<file path="src/rtl/wb_trace_fifo.sv">
// ============================================================================
// Module      : wb_trace_fifo
// Description : Commit-trace FIFO. Buffers GRF (W stage) and DM (M stage)
//               write events, up to two per cycle, and drains one per cycle.
// Revision    : 1.0 - initial release
// ============================================================================
`default_nettype none

module wb_trace_fifo #(
    parameter int DEPTH       = 16,
    parameter bit FILTER_ZERO = 1'b1
) (
    input  logic                     clk,
    input  logic                     reset,
    input  logic                     grf_we,
    input  logic [31:0]              grf_pc,
    input  logic [4:0]               grf_addr,
    input  logic [31:0]              grf_data,
    input  logic                     dm_we,
    input  logic [31:0]              dm_pc,
    input  logic [31:0]              dm_addr,
    input  logic [31:0]              dm_data,
    output logic                     out_valid,
    input  logic                     out_ready,
    output logic                     out_type,
    output logic [31:0]              out_pc,
    output logic [31:0]              out_addr,
    output logic [31:0]              out_data,
    output logic [$clog2(DEPTH):0]   count,
    output logic                     overflow,
    output logic [7:0]               drop_cnt
);

    localparam int             c_aw    = $clog2(DEPTH);
    localparam int             c_cw    = c_aw + 1;
    localparam logic [c_cw-1:0] c_depth = c_cw'(DEPTH);

    logic              r_type [DEPTH];
    logic [31:0]       r_pc   [DEPTH];
    logic [31:0]       r_addr [DEPTH];
    logic [31:0]       r_data [DEPTH];

    logic [c_aw-1:0]   r_rd_ptr;
    logic [c_aw-1:0]   r_wr_ptr;
    logic [c_cw-1:0]   r_count;
    logic              r_overflow;
    logic [7:0]        r_drop_cnt;

    logic              w_g;
    logic              w_d;
    logic [c_cw-1:0]   w_free;
    logic              w_push_g;
    logic              w_push_d;
    logic              w_pop;
    logic [1:0]        w_drop_num;
    logic [8:0]        w_drop_sum;
    logic [c_aw-1:0]   w_dm_ptr;
    logic [c_cw-1:0]   w_count_next;

    assign w_g = grf_we && !(FILTER_ZERO && (grf_addr == 5'd0));
    assign w_d = dm_we;

    // Space is judged on the registered count only; a same-cycle pop gives no credit.
    assign w_free = c_depth - r_count;

    always_comb begin
        w_push_g = 1'b0;
        w_push_d = 1'b0;
        if (w_free >= c_cw'(2)) begin
            w_push_g = w_g;
            w_push_d = w_d;
        end else if (w_free == c_cw'(1)) begin
            w_push_g = w_g;
            w_push_d = w_d && !w_g;
        end
    end

    assign w_drop_num   = {1'b0, w_g && !w_push_g} + {1'b0, w_d && !w_push_d};
    assign w_drop_sum   = {1'b0, r_drop_cnt} + {7'd0, w_drop_num};
    assign w_pop        = (r_count != '0) && out_ready;
    assign w_dm_ptr     = r_wr_ptr + c_aw'(w_push_g);
    assign w_count_next = r_count + c_cw'(w_push_g) + c_cw'(w_push_d) - c_cw'(w_pop);

    always_ff @(posedge clk or posedge reset) begin
        if (reset) begin
            r_rd_ptr   <= '0;
            r_wr_ptr   <= '0;
            r_count    <= '0;
            r_overflow <= 1'b0;
            r_drop_cnt <= '0;
        end else begin
            r_wr_ptr <= r_wr_ptr + c_aw'(w_push_g) + c_aw'(w_push_d);
            if (w_pop) begin
                r_rd_ptr <= r_rd_ptr + c_aw'(1);
            end
            r_count <= w_count_next;
            if (w_drop_num != 2'd0) begin
                r_overflow <= 1'b1;
                r_drop_cnt <= (w_drop_sum > 9'd255) ? 8'd255 : w_drop_sum[7:0];
            end
        end
    end

    // GRF is older than DM, so it takes wr_ptr and DM takes the slot after it.
    always_ff @(posedge clk) begin
        if (w_push_g) begin
            r_type[r_wr_ptr] <= 1'b0;
            r_pc[r_wr_ptr]   <= grf_pc;
            r_addr[r_wr_ptr] <= {27'd0, grf_addr};
            r_data[r_wr_ptr] <= grf_data;
        end
        if (w_push_d) begin
            r_type[w_dm_ptr] <= 1'b1;
            r_pc[w_dm_ptr]   <= dm_pc;
            r_addr[w_dm_ptr] <= dm_addr;
            r_data[w_dm_ptr] <= dm_data;
        end
    end

    assign out_valid = (r_count != '0);
    assign out_type  = out_valid ? r_type[r_rd_ptr] : 1'b0;
    assign out_pc    = out_valid ? r_pc[r_rd_ptr]   : 32'd0;
    assign out_addr  = out_valid ? r_addr[r_rd_ptr] : 32'd0;
    assign out_data  = out_valid ? r_data[r_rd_ptr] : 32'd0;
    assign count     = r_count;
    assign overflow  = r_overflow;
    assign drop_cnt  = r_drop_cnt;

endmodule

`default_nettype wire
</file>
<file path="config.mk">
export PLATFORM = sky130hd
export DESIGN_NAME = wb_trace_fifo
export DESIGN_NICKNAME = d
export VERILOG_FILES = /design/src/rtl/wb_trace_fifo.sv
export SDC_FILE = /design/constraint.sdc
export NUM_CORES = 2
export LEC_CHECK = 0
export CAP_MARGIN = 20
export CELL_PAD_IN_SITES_DETAIL_PLACEMENT = 0
export CELL_PAD_IN_SITES_GLOBAL_PLACEMENT = 1
export CORE_ASPECT_RATIO = 0.7
export CORE_MARGIN = 10
export CORE_UTILIZATION = 53
export CTS_CLUSTER_DIAMETER = 60
export CTS_CLUSTER_SIZE = 40
export DETAILED_ROUTE_END_ITERATION = 7
export PLACE_DENSITY_LB_ADDON = 0.12
export SETUP_SLACK_MARGIN = 0.15
export SYNTH_ARGS = -nofsm -noshare
export SYNTH_HDL_FRONTEND = slang
export SYNTH_SLANG_ARGS = --single-unit
export TNS_END_PERCENT = 5
</file>
<file path="constraint.sdc">
create_clock -name clk -period 12.8 [get_ports clk]
set_input_delay 3.2 -clock clk [delete_from_list [all_inputs] [get_ports clk]]
set_output_delay 3.2 -clock clk [all_outputs]
set_load 0.05 [all_outputs]
</file>
==> flow_summary.json <==
{
  "clk-insertion-delay-late_ps": 780,
  "critPathLaunch": "grf_addr[0]",
  "routed-via-count": 43202,
  "tritoncts_num_sinks": 1574,
  "worst_ir_drop_vdd_uv": 301.3,
  "min_period_ps": 9029,
  "postSynthNetCount": 4765,
  "gp_congestion": 0.7825,
  "filler_cell_count": 10935,
  "p_leak_nw": 26.26,
  "power_frac_clock": 0.191,
  "finalHoldViolCount": 0,
  "rr_startpoint": "count[1]$_DFF_PP0_",
  "yosysSeqAreaShare": 0.6189,
  "drcViolationCount": 0,
  "max-slew-margin-rel": 0.1965,
  "share_of_total_power_consumed_by_net_switching": 0.4081,
  "layout-area-overhead-vs-synth_pct": 10.67,
  "ctsResizeCount": 0,
  "final_min_period_over_clock_period": 0.7054,
  "setup.worst_path.start_class": "input pin",
  "chipWidth_um": 472.4,
  "cp_num_buf_inv": 3,
  "cts_made_buffers": 107,
  "clk_transition_reported_paths_ps": 80,
  "dp_cells": 6374,
  "post_synth_num_cell_types": 51,
  "die-height_um": 336.7,
  "ctsLongestPathBuffers": 3,
  "wl_per_cell_um": 32.67,
  "power_frac_comb": 0.443,
  "grt_antenna_before_repair": 13,
  "setup_viol": 0,
  "port-buffer-count": 281,
  "p_int_w": 0.01210,
  "post-route-cell-area_um2": 84030,
  "synth_top_flop_cell": "edfxtp_1",
  "timing.critical_path.cells": "clkdlybuf4s50_1 > or3_1 > o21ai_0 > a31oi_1 > buf_4 > ha_1 > ha_1 > and2_2 > nand3_4 > nand2_4 > buf_4",
  "dr.first_iter.drc_count": 5242,
  "cpMaxStageDelayCell": "and2_2",
  "dpl-instance-area_um2": 79990,
  "grt_first_pass_wirelength_mm": 313.6,
  "grt_start_max_net_pins": 156,
  "grt_pass1_vias": 43806,
  "flop2flop_setup_slack_ps": 6190,
  "cp_top_delay_family": "simple AND/OR/NAND/NOR gates",
  "criticalPathCategory": "in2reg",
  "design.final.nets": 4790,
  "route.detailed.vias_per_inst": 6.561,
  "layout_cells_sized_above_1": 0.3696,
  "timing.critical_path.depth": 11,
  "post-layout-total-power_w": 0.02044,
  "met3_wirelength_mm": 18.62,
  "grt_overflow_total": 0,
  "pwr_density_cell_nw_per_um2": 243.3,
  "final_cell_mix": "edfxtp_1, mux2_2, nor2_1",
  "cts.htree.levels": 3,
  "clock_tree_from_tritoncts": "done",
  "net-switching-power_w": 0.008344,
  "met2RoutedLength_mm": 98.12,
  "skew_ps": 47.16,
  "ant_nets": 0,
  "top_layer_used": "met5",
  "placement_rows": 116,
  "number_of_standard_cells_in_the_layout_taps_in_and_fillers_out": 6585,
  "synth_enable_flop_cells": 1536,
  "rsz0062_at_grt": "no",
  "postRouteWirelength_mm": 215.1,
  "max_clock_freq_ghz": 0.1108,
  "async_flop_share": 0.01398,
  "power_frac_seq": 0.366,
  "dr.pass1.iters": 6,
  "cp_max_fo": 46,
  "multiInputGateArea_um2": 26990,
  "syn_inst": 4573,
  "critPathArrivalTime_ps": 9410,
  "holdWs_ps": 461.3,
  "mappedNetlistArea_um2": 75930,
  "tightestPinTransition_ps": 1205,
  "dp.final_hpwl_mm": 119.9,
  "r2r-end": "r_pc[15][4]$_DFFE_PP_",
  "globalRouteTotalUtil": 0.2674,
  "timing_max_transition_violations_final": 0,
  "io_pins": 282,
  "timing.hold.worst.class": "reg2reg",
  "post-cts-setup-buffers": 0,
  "synth.yosys.warnings": 0,
  "start_util": 0.5322,
  "ff_latch_area_um2": 47000,
  "syn_avg_cell_area_um2": 16.60,
  "timing.critical_path.to": "r_pc[15][4]$_DFFE_PP_",
  "setup-tns-final_ps": 0,
  "placeableCoreArea_um2": 142700,
  "floorplan.die_area_um2": 159100,
  "postCtsHoldBufs": 0,
  "cells_on_worst_reg2reg_path": 13,
  "met1Wirelength_mm": 92.76,
  "worstPathRequired_ps": 13180,
  "cp_capture_type": "flip-flop",
  "run_status": "finished, final reports clean",
  "max_cap_violation_count": 0,
  "final_common_cell": "edfxtp_1",
  "postSynthRegisterBits": 1574,
  "crit_path_max_incr_delay_ps": 880,
  "cts.root.buffer_cell": "clkbuf_16"
}
-- cells in the mapped netlist, drive strengths merged (2+ instances only) --
| library cell | n | area [µm²] |
|---|---|---|
| nand2 | 128 | 480.5 |
| and3 | 4 | 25.02 |
| nand4 | 7 | 43.79 |
| a21oi | 102 | 510.5 |
| or3 | 2 | 12.51 |
| o311ai | 2 | 25.03 |
| and2 | 4 | 25.02 |
| or2 | 2 | 12.51 |
| o21ai | 18 | 90.08 |
| o2bb2ai | 6 | 52.55 |
| a21o | 10 | 75.07 |
| fa | 3 | 60.06 |
| dfrtp | 22 | 550.5 |
| inv | 17 | 68.82 |
| mux2i | 2 | 20.02 |
| nor2b | 15 | 93.84 |
| buf | 185 | 1201 |
| a22oi | 195 | 1464 |
| a31oi | 2 | 12.51 |
| o31ai | 2 | 25.02 |
| xor2 | 5 | 43.79 |
| xnor2 | 12 | 105.1 |
| nand3 | 24 | 172.7 |
| clkbuf | 273 | 1025 |
| ha | 19 | 237.7 |
| nor2 | 452 | 1762 |
| mux2 | 1105 | 12440 |
| nand2b | 5 | 31.28 |
| edfxtp | 1536 | 46120 |
| mux4 | 388 | 8738 |
| dfxtp | 16 | 320.3 |
-- through the flow --
step / worst slack (ps) / util
after floorplan: -442.9 / -
after global placement: 3162 / 0.5602
after CTS: 3874 / 0.5883
final: 3771 / 0.5890
after global routing: 3548 / 0.5890
after detailed placement: 3110 / 0.5606
-- worst min path at each step --
stage	start	end	slack (ps)	depth (start not counted)
after floorplan	r_type[11]$_DFF_P_	r_type[11]$_DFF_P_	420	1
after global placement	r_type[5]$_DFF_P_	r_type[5]$_DFF_P_	430	1
after detailed placement	r_type[3]$_DFF_P_	r_type[3]$_DFF_P_	440	1
after CTS	r_type[3]$_DFF_P_	r_type[3]$_DFF_P_	460	1
after global routing	r_type[9]$_DFF_P_	r_type[9]$_DFF_P_	480	1
final	r_type[9]$_DFF_P_	r_type[9]$_DFF_P_	460	1
-- sequential cells by signal, indices dropped and copies added (netlist names) --
signal / cells
count: 5
drop_cnt: 8
overflow: 1
r_addr: 512
r_data: 512
r_pc: 512
r_rd_ptr: 4
r_type: 16
r_wr_ptr: 4
-- logic make-up after synthesis --
group | synth area share
buffers and inverters | 0.03022
xor gates and xnor gates | 0.001961
and+or+nand+nor | 0.03530
muxes | 0.2792
DFF | 0.6189
adders and majority gates | 0.003922
AOI/OAI and AO/OA | 0.03048
-- final cells by class --
class / instances / area share
diodes: 8 / 0.0002382
clock buffers: 110 / 0.03200
clock inverters: 90 / 0.01504
inverters: 17 / 0.0008189
multi-input cells: 2524 / 0.3211
flip-flops and latches: 1574 / 0.5593
well taps: 1888 / 0.02811
repair buffers: 374 / 0.04333
-- routing by layer --
metal	vias to the layer above	GRT usage
met1	22909	0.3918
met4	6	0.06866
met2	1908	0.4082
met3	288	0.05760
li1	18091	-
met5	-	0
-- power by group through the flow --
stage / logic [W] / registers (W) / clock network [W]
finish: 0.00906 / 0.00747 / 0.00391
global route: 0.00952 / 0.00756 / 0.00413
CTS: 0.00907 / 0.00747 / 0.00396
detailed placement: 0.00904 / 0.00759 / 0
global placement: 0.00899 / 0.00756 / 0
floorplan: 0.00600 / 0.00767 / 0
No activity file was read; power rests on OpenSTA's default activity.
